===== src/rtl/interrupt_controller_pkg.sv =====
// Shared definitions for the interrupt controller: FSM state encodings and
// default vector table placement.
package interrupt_controller_pkg;

    typedef enum logic [1:0] {
        IC_IDLE    = 2'd0,
        IC_REQ     = 2'd1,
        IC_SERVICE = 2'd2
    } ic_state_e;

    localparam logic [7:0] IC_VEC_BASE_DEF   = 8'hF0;
    localparam int         IC_VEC_STRIDE_DEF = 4;

endpackage


===== src/rtl/interrupt_controller_priority_encoder.sv =====
// Fixed-priority encoder: bit 0 has the highest priority; reports whether any
// request is set and the index of the lowest set bit.
module interrupt_controller_priority_encoder #(
    parameter int N = 4
) (
    input  logic [N-1:0] req_i,
    output logic         valid_o,
    output logic [2:0]   idx_o
);

    // Scan from the top down so the lowest set index is the last one written.
    always_comb begin
        valid_o = 1'b0;
        idx_o   = 3'd0;
        for (int i = N - 1; i >= 0; i--) begin
            if (req_i[i]) begin
                valid_o = 1'b1;
                idx_o   = 3'(i);
            end else begin
                valid_o = valid_o;
            end
        end
    end

endmodule


===== src/rtl/interrupt_controller.sv =====
// Interrupt controller: latches rising edges as pending, arbitrates the unmasked
// lines and runs a request/ack/service/return handshake with the control unit.
module interrupt_controller
    import interrupt_controller_pkg::*;
#(
    parameter int               NIRQ       = 4,
    parameter int               VEC_W      = 8,
    parameter logic [VEC_W-1:0] VEC_BASE   = VEC_W'(IC_VEC_BASE_DEF),
    parameter int               VEC_STRIDE = IC_VEC_STRIDE_DEF
) (
    input  logic             clk,
    input  logic             rst,
    input  logic [NIRQ-1:0]  irq_in,
    input  logic             mask_wr,
    input  logic [NIRQ-1:0]  mask_data,
    input  logic             gie_set,
    input  logic             gie_clr,
    input  logic             int_ack,
    input  logic             reti,
    output logic             int_req,
    output logic [VEC_W-1:0] vector,
    output logic [2:0]       int_id,
    output logic             in_service,
    output logic [NIRQ-1:0]  pending
);

    ic_state_e        state_q, state_d;
    logic [NIRQ-1:0]  pending_q, pending_d;
    logic [NIRQ-1:0]  mask_q, mask_d;
    logic [NIRQ-1:0]  irq_prev_q;
    logic             gie_q, gie_d;
    logic             int_req_q, int_req_d;
    logic [VEC_W-1:0] vector_q, vector_d;
    logic [2:0]       int_id_q, int_id_d;
    logic             in_service_q, in_service_d;

    logic             win_valid_s;
    logic [2:0]       win_idx_s;
    logic [NIRQ-1:0]  edges_s;
    logic [VEC_W-1:0] vec_calc_s;
    logic             ack_s;
    logic             ret_s;

    interrupt_controller_priority_encoder #(.N(NIRQ)) u_prio (
        .req_i   (pending_q & mask_q),
        .valid_o (win_valid_s),
        .idx_o   (win_idx_s)
    );

    assign edges_s    = irq_in & ~irq_prev_q;
    assign vec_calc_s = VEC_BASE + VEC_W'(VEC_STRIDE * int'(win_idx_s));
    assign ack_s      = (state_q == IC_REQ) && int_ack;
    assign ret_s      = (state_q == IC_SERVICE) && reti;

    // Next-state logic for the FSM and all architectural registers.
    always_comb begin
        state_d      = state_q;
        pending_d    = pending_q;
        mask_d       = mask_wr ? mask_data : mask_q;
        gie_d        = gie_q;
        int_req_d    = int_req_q;
        vector_d     = vector_q;
        int_id_d     = int_id_q;
        in_service_d = in_service_q;

        case (state_q)
            IC_IDLE: begin
                if (gie_q && win_valid_s) begin
                    state_d   = IC_REQ;
                    int_req_d = 1'b1;
                    int_id_d  = win_idx_s;
                    vector_d  = vec_calc_s;
                end else begin
                    state_d = IC_IDLE;
                end
            end
            IC_REQ: begin
                if (int_ack) begin
                    state_d      = IC_SERVICE;
                    int_req_d    = 1'b0;
                    in_service_d = 1'b1;
                    for (int i = 0; i < NIRQ; i++) begin
                        if (int_id_q == 3'(i)) begin
                            pending_d[i] = 1'b0;
                        end else begin
                            pending_d[i] = pending_d[i];
                        end
                    end
                end else begin
                    state_d = IC_REQ;
                end
            end
            IC_SERVICE: begin
                if (reti) begin
                    state_d      = IC_IDLE;
                    in_service_d = 1'b0;
                end else begin
                    state_d = IC_SERVICE;
                end
            end
            default: begin
                state_d      = IC_IDLE;
                int_req_d    = 1'b0;
                in_service_d = 1'b0;
            end
        endcase

        // A fresh edge on the acknowledged line re-arms it.
        pending_d = pending_d | edges_s;

        // Later assignments win: ack and gie_clr override any set.
        if (ret_s || gie_set) begin
            gie_d = 1'b1;
        end else begin
            gie_d = gie_d;
        end
        if (ack_s || gie_clr) begin
            gie_d = 1'b0;
        end else begin
            gie_d = gie_d;
        end
    end

    // State and data registers with synchronous reset.
    always_ff @(posedge clk) begin
        if (rst) begin
            state_q      <= IC_IDLE;
            pending_q    <= '0;
            mask_q       <= '0;
            irq_prev_q   <= '0;
            gie_q        <= 1'b0;
            int_req_q    <= 1'b0;
            vector_q     <= '0;
            int_id_q     <= 3'd0;
            in_service_q <= 1'b0;
        end else begin
            state_q      <= state_d;
            pending_q    <= pending_d;
            mask_q       <= mask_d;
            irq_prev_q   <= irq_in;
            gie_q        <= gie_d;
            int_req_q    <= int_req_d;
            vector_q     <= vector_d;
            int_id_q     <= int_id_d;
            in_service_q <= in_service_d;
        end
    end

    assign int_req    = int_req_q;
    assign vector     = vector_q;
    assign int_id     = int_id_q;
    assign in_service = in_service_q;
    assign pending    = pending_q;

endmodule


===== config.mk =====
export PLATFORM = sky130hd
export DESIGN_NAME = interrupt_controller
export DESIGN_NICKNAME = d
export VERILOG_FILES = /design/src/rtl/interrupt_controller_pkg.sv /design/src/rtl/interrupt_controller_priority_encoder.sv /design/src/rtl/interrupt_controller.sv
export SDC_FILE = /design/constraint.sdc
export NUM_CORES = 1
export LEC_CHECK = 0
export ABC_AREA = 1
export CAP_MARGIN = 20
export CORE_UTILIZATION = 43
export CTS_CLUSTER_SIZE = 25
export DETAILED_ROUTE_END_ITERATION = 7
export PLACE_DENSITY = 0.87
export SLEW_MARGIN = 20
export SYNTH_ARGS = -nofsm -noshare
export SYNTH_HDL_FRONTEND = slang
export SYNTH_SLANG_ARGS = --single-unit

===== constraint.sdc =====
create_clock -name clk -period 1.3 [get_ports clk]
set_input_delay 0.26 -clock clk [delete_from_list [all_inputs] [get_ports clk]]
set_output_delay 0.26 -clock clk [all_outputs]
set_load 0.01 [all_outputs]

==> impl_metrics.csv <==
group,metric,value,unit
min_path,hp-start,"irq_prev_q[0]",
logic_synthesis,synth_area_leaders,"dfxtp_1 45%, nand2_1 7.2%, buf_4 6.8%, nand3_1 5.1%, nor2_1 5.1%",
pwr,peakVddDrop,0.688,mV
cells_and_area,fillers,187,
sta,final.setup.tns,0,ns
cells_and_area,fin_area,0.00117,sq mm
sta,post-route-period-util,92.9,%
place,dp_hpwl,1320,um
floorplanning,die_height,47.5,um
setup_path,cp-end-kind,"primary output",
setup_path,cp_num_buf_inv,1,
job,max_cap_violations,0,
sta,max_clock_freq,828,MHz
setup_path,required,1.04,ns
global_routing,gr-total-overflow,0,
floorplanning,core,0.00194,sq mm
sta,hold_viol_final,0,
clock_network,clk_pin_slew_worst_paths,0.10,ns
global_routing,grt_pass1_vias,690,
logic_synthesis,ys_warn_count,0,
routing,antenna_left,0,
clock_network,cts_tree,"built",
cells_and_area,area_growth,31.8,%
setup_path,reg2reg_to,"int_id[0]",
sta,finalHoldWorstSlack,0.421,ns
global_routing,grt_max_degree,15,
routing,drtIter0Drc,15,
pwr,total_power,1.13,mW
setup_path,startpoint_type,"register",
clock_network,clockBufferDepth,2,
global_routing,grt_usage,16.9,%
setup_path,r2r_setup_slack,0.26,ns
sta,grt_setup_unrepaired,"false",
routing,drc,0,
pwr,powerDensity,968,mW/mm^2
setup_path,cp_max_fo,3,
min_path,hp-class,"register to register",
floorplanning,io-pin-count,32,
floorplanning,die_area,0.00225,sq mm
logic_synthesis,synth_area_leader_cell,"dfxtp_1",
setup_path,critPathMaxStageDelay,0.37,ns
cells_and_area,antennaDiodeCount,0,
cells_and_area,nNetsFinal,154,
min_path,hold_depth,1,
clock_network,cts_made_buffers,3,
routing,vias_per_cell,4.70,
logic_synthesis,synth_cells,110,
routing,routed_wl,1660,um
cells_and_area,final_layout_size_suffix_gt1_share,21.9,%
floorplanning,rows,16,
floorplanning,start_util,45.7,%
setup_path,crit_chain,"dlygate4sd2_1",
place,gp_congestion,0.746,
logic_synthesis,synth.top_cell.area_share,45.1,%
clock_network,h-tree-depth,1,
place,place_area,0.00116,sq mm
sta,setup_violations,0,
routing,wl_per_cell,10.1,um
clock_network,clk-insertion-delay-late,0.29,ns
clock_network,cts_setup_buffers,0,
setup_path,rr_worst_depth,6,
setup_path,arrival,0.95,ns
logic_synthesis,ys_types,20,
logic_synthesis,yosysSeqAreaShare,45.1,%
setup_path,r2r-start,"pending[3]",
clock_network,cts_root_buffer,"clkbuf_4",
place,port_buffers,28,
global_routing,antenna_found_initial,0,
logic_synthesis,synth_seq_cells,20,
global_routing,grt_pass1_wl,2610,um
setup_path,cpMaxStageDelayCell,"dfxtp_1",
floorplanning,die_w,47.5,um
logic_synthesis,avgSynthCellArea,8.08,sq um
min_path,hold_path_end,"pending[0]",
routing,vias,771,
run_status,status,"finished, final reports clean",
setup_path,critPathKind,"register to primary output",
pwr,power.leakage,0.547,nW
routing,dr.pass1.iters,4,
logic_synthesis,synth_area,888,sq um
clock_network,cts.sinks,20,
sta,skew,0.00105,ns
sta,slew_viol_final,0,
sta,fin_crit,1.21,ns
setup_path,crit_family,"flip-flops",
worst register-to-register path, delay by kind of cell, from the launching register on:
| kind | cells | cell delay [ns] |
|---|---|---|
| flops | 1 | 0.33 |
| simple gates | 4 | 0.30 |
| compound gates | 1 | 0.21 |
| buf+inv | 1 | 0.14 |
placed cells by master (no fill, tap or decap):
cell / Yosys / final
dfxtp_1: 20 / 16
nor2_2: 2 / 2
nand3_1: 9 / 9
dlygate4sd2_1: 0 / 14
clkdlybuf4s50_1: 0 / 14
a21boi_0: 1 / 1
o21ai_0: 1 / 1
a21oi_1: 4 / 4
dfxtp_2: 0 / 4
inv_1: 11 / 11
nor2_4: 1 / 1
nand3b_1: 1 / 1
conb_1: 1 / 3
o21ai_1: 4 / 4
nor2_1: 12 / 12
nand2_2: 2 / 2
nand2_1: 17 / 17
a21oi_2: 3 / 3
o21ai_2: 5 / 5
nand3_2: 4 / 4
clkbuf_4: 0 / 3
buf_4: 8 / 3
inv_2: 3 / 3
flip-flops by register name (all words and copies together) (netlist names):
signal	count
gie_q	1
in_service	1
int_id	1
int_req	1
irq_prev_q	4
mask_q	4
pending	4
state_q	2
vector	2
area by class of cell:
type / instances / area [sq um] / area share, %
timing repair buffer: 31 / 285 / 24.4
multi-input combinational: 69 / 372 / 31.7
inverter: 14 / 52.6 / 4.49
tap: 27 / 33.8 / 2.88
sequential: 20 / 405 / 34.6
clock buffer: 3 / 22.5 / 1.92
synth_stat cells:
cell and count:
buf_6 1, nand3_2 4, dfxtp_1 20, inv_1 11
o21ai_2 5, nand2_2 2, nand3_1 9, nand2_1 17
o21ai_0 1, a21boi_0 1, a21oi_1 4, o21ai_1 4
a21oi_2 3, nor2_4 1, nor2_2 2, conb_1 1
nand3b_1 1, buf_4 8, nor2_1 12, inv_2 3
cell families (layout without fill, tap and decap cells):
logic type      after synthesis  count (layout)  synth area share, %
other cells                   1               3                0.422
compound gates               18              18                 13.8
flops                        20              20                 45.1
buf+inv                      23              48                 13.9
simple gates                 48              48                 26.8
report_power, final:
part / internal [mW] / switching (mW) / leakage (nW)
combinational: 0.0951 / 0.0853 / 0.367
clock: 0.108 / 0.170 / 0.0138
sequential: 0.650 / 0.0265 / 0.166
total: 0.853 / 0.282 / 0.547
how the worst max path moves through the flow:
stage	start	endpoint	slack [ns]	depth (start not counted)
finish	pending[2]	pending[2]	0.09	1
global placement	int_ack	pending[3]	-0.02	6
CTS	pending[2]	pending[2]	0.08	1
floorplan	pending[3]	int_id[0]	0.38	5
detailed placement	int_ack	pending[2]	-0.03	6
global route	int_id[0]	int_id[0]	0.04	1
through the flow:
stage | utilization, % | cells | worst slack, ns
after floorplan | - | 112 | 0.382
after global placement | 59.8 | 161 | -0.0186
after detailed placement | 59.8 | 161 | -0.0281
after CTS | 60.3 | 164 | 0.0838
after global routing | 60.3 | 164 | 0.0417
final | 60.3 | 164 | 0.0920
metal layers:
metal | wire, um | up-vias | global-route usage (%)
li1 | - | 394 | -
met1 | 738 | 354 | 19.6
met2 | 832 | 18 | 29.3
met3 | 51 | 5 | 3.40
met4 | 35 | 0 | 8.57
met5 | 0 | - | 0
timing repair:
action	in CTS	in global routing
endpoints found under the setup margin	14	0
resized for setup	18	0
hold buffers	0	0
Note: power is estimated with default switching activity, not from simulation.
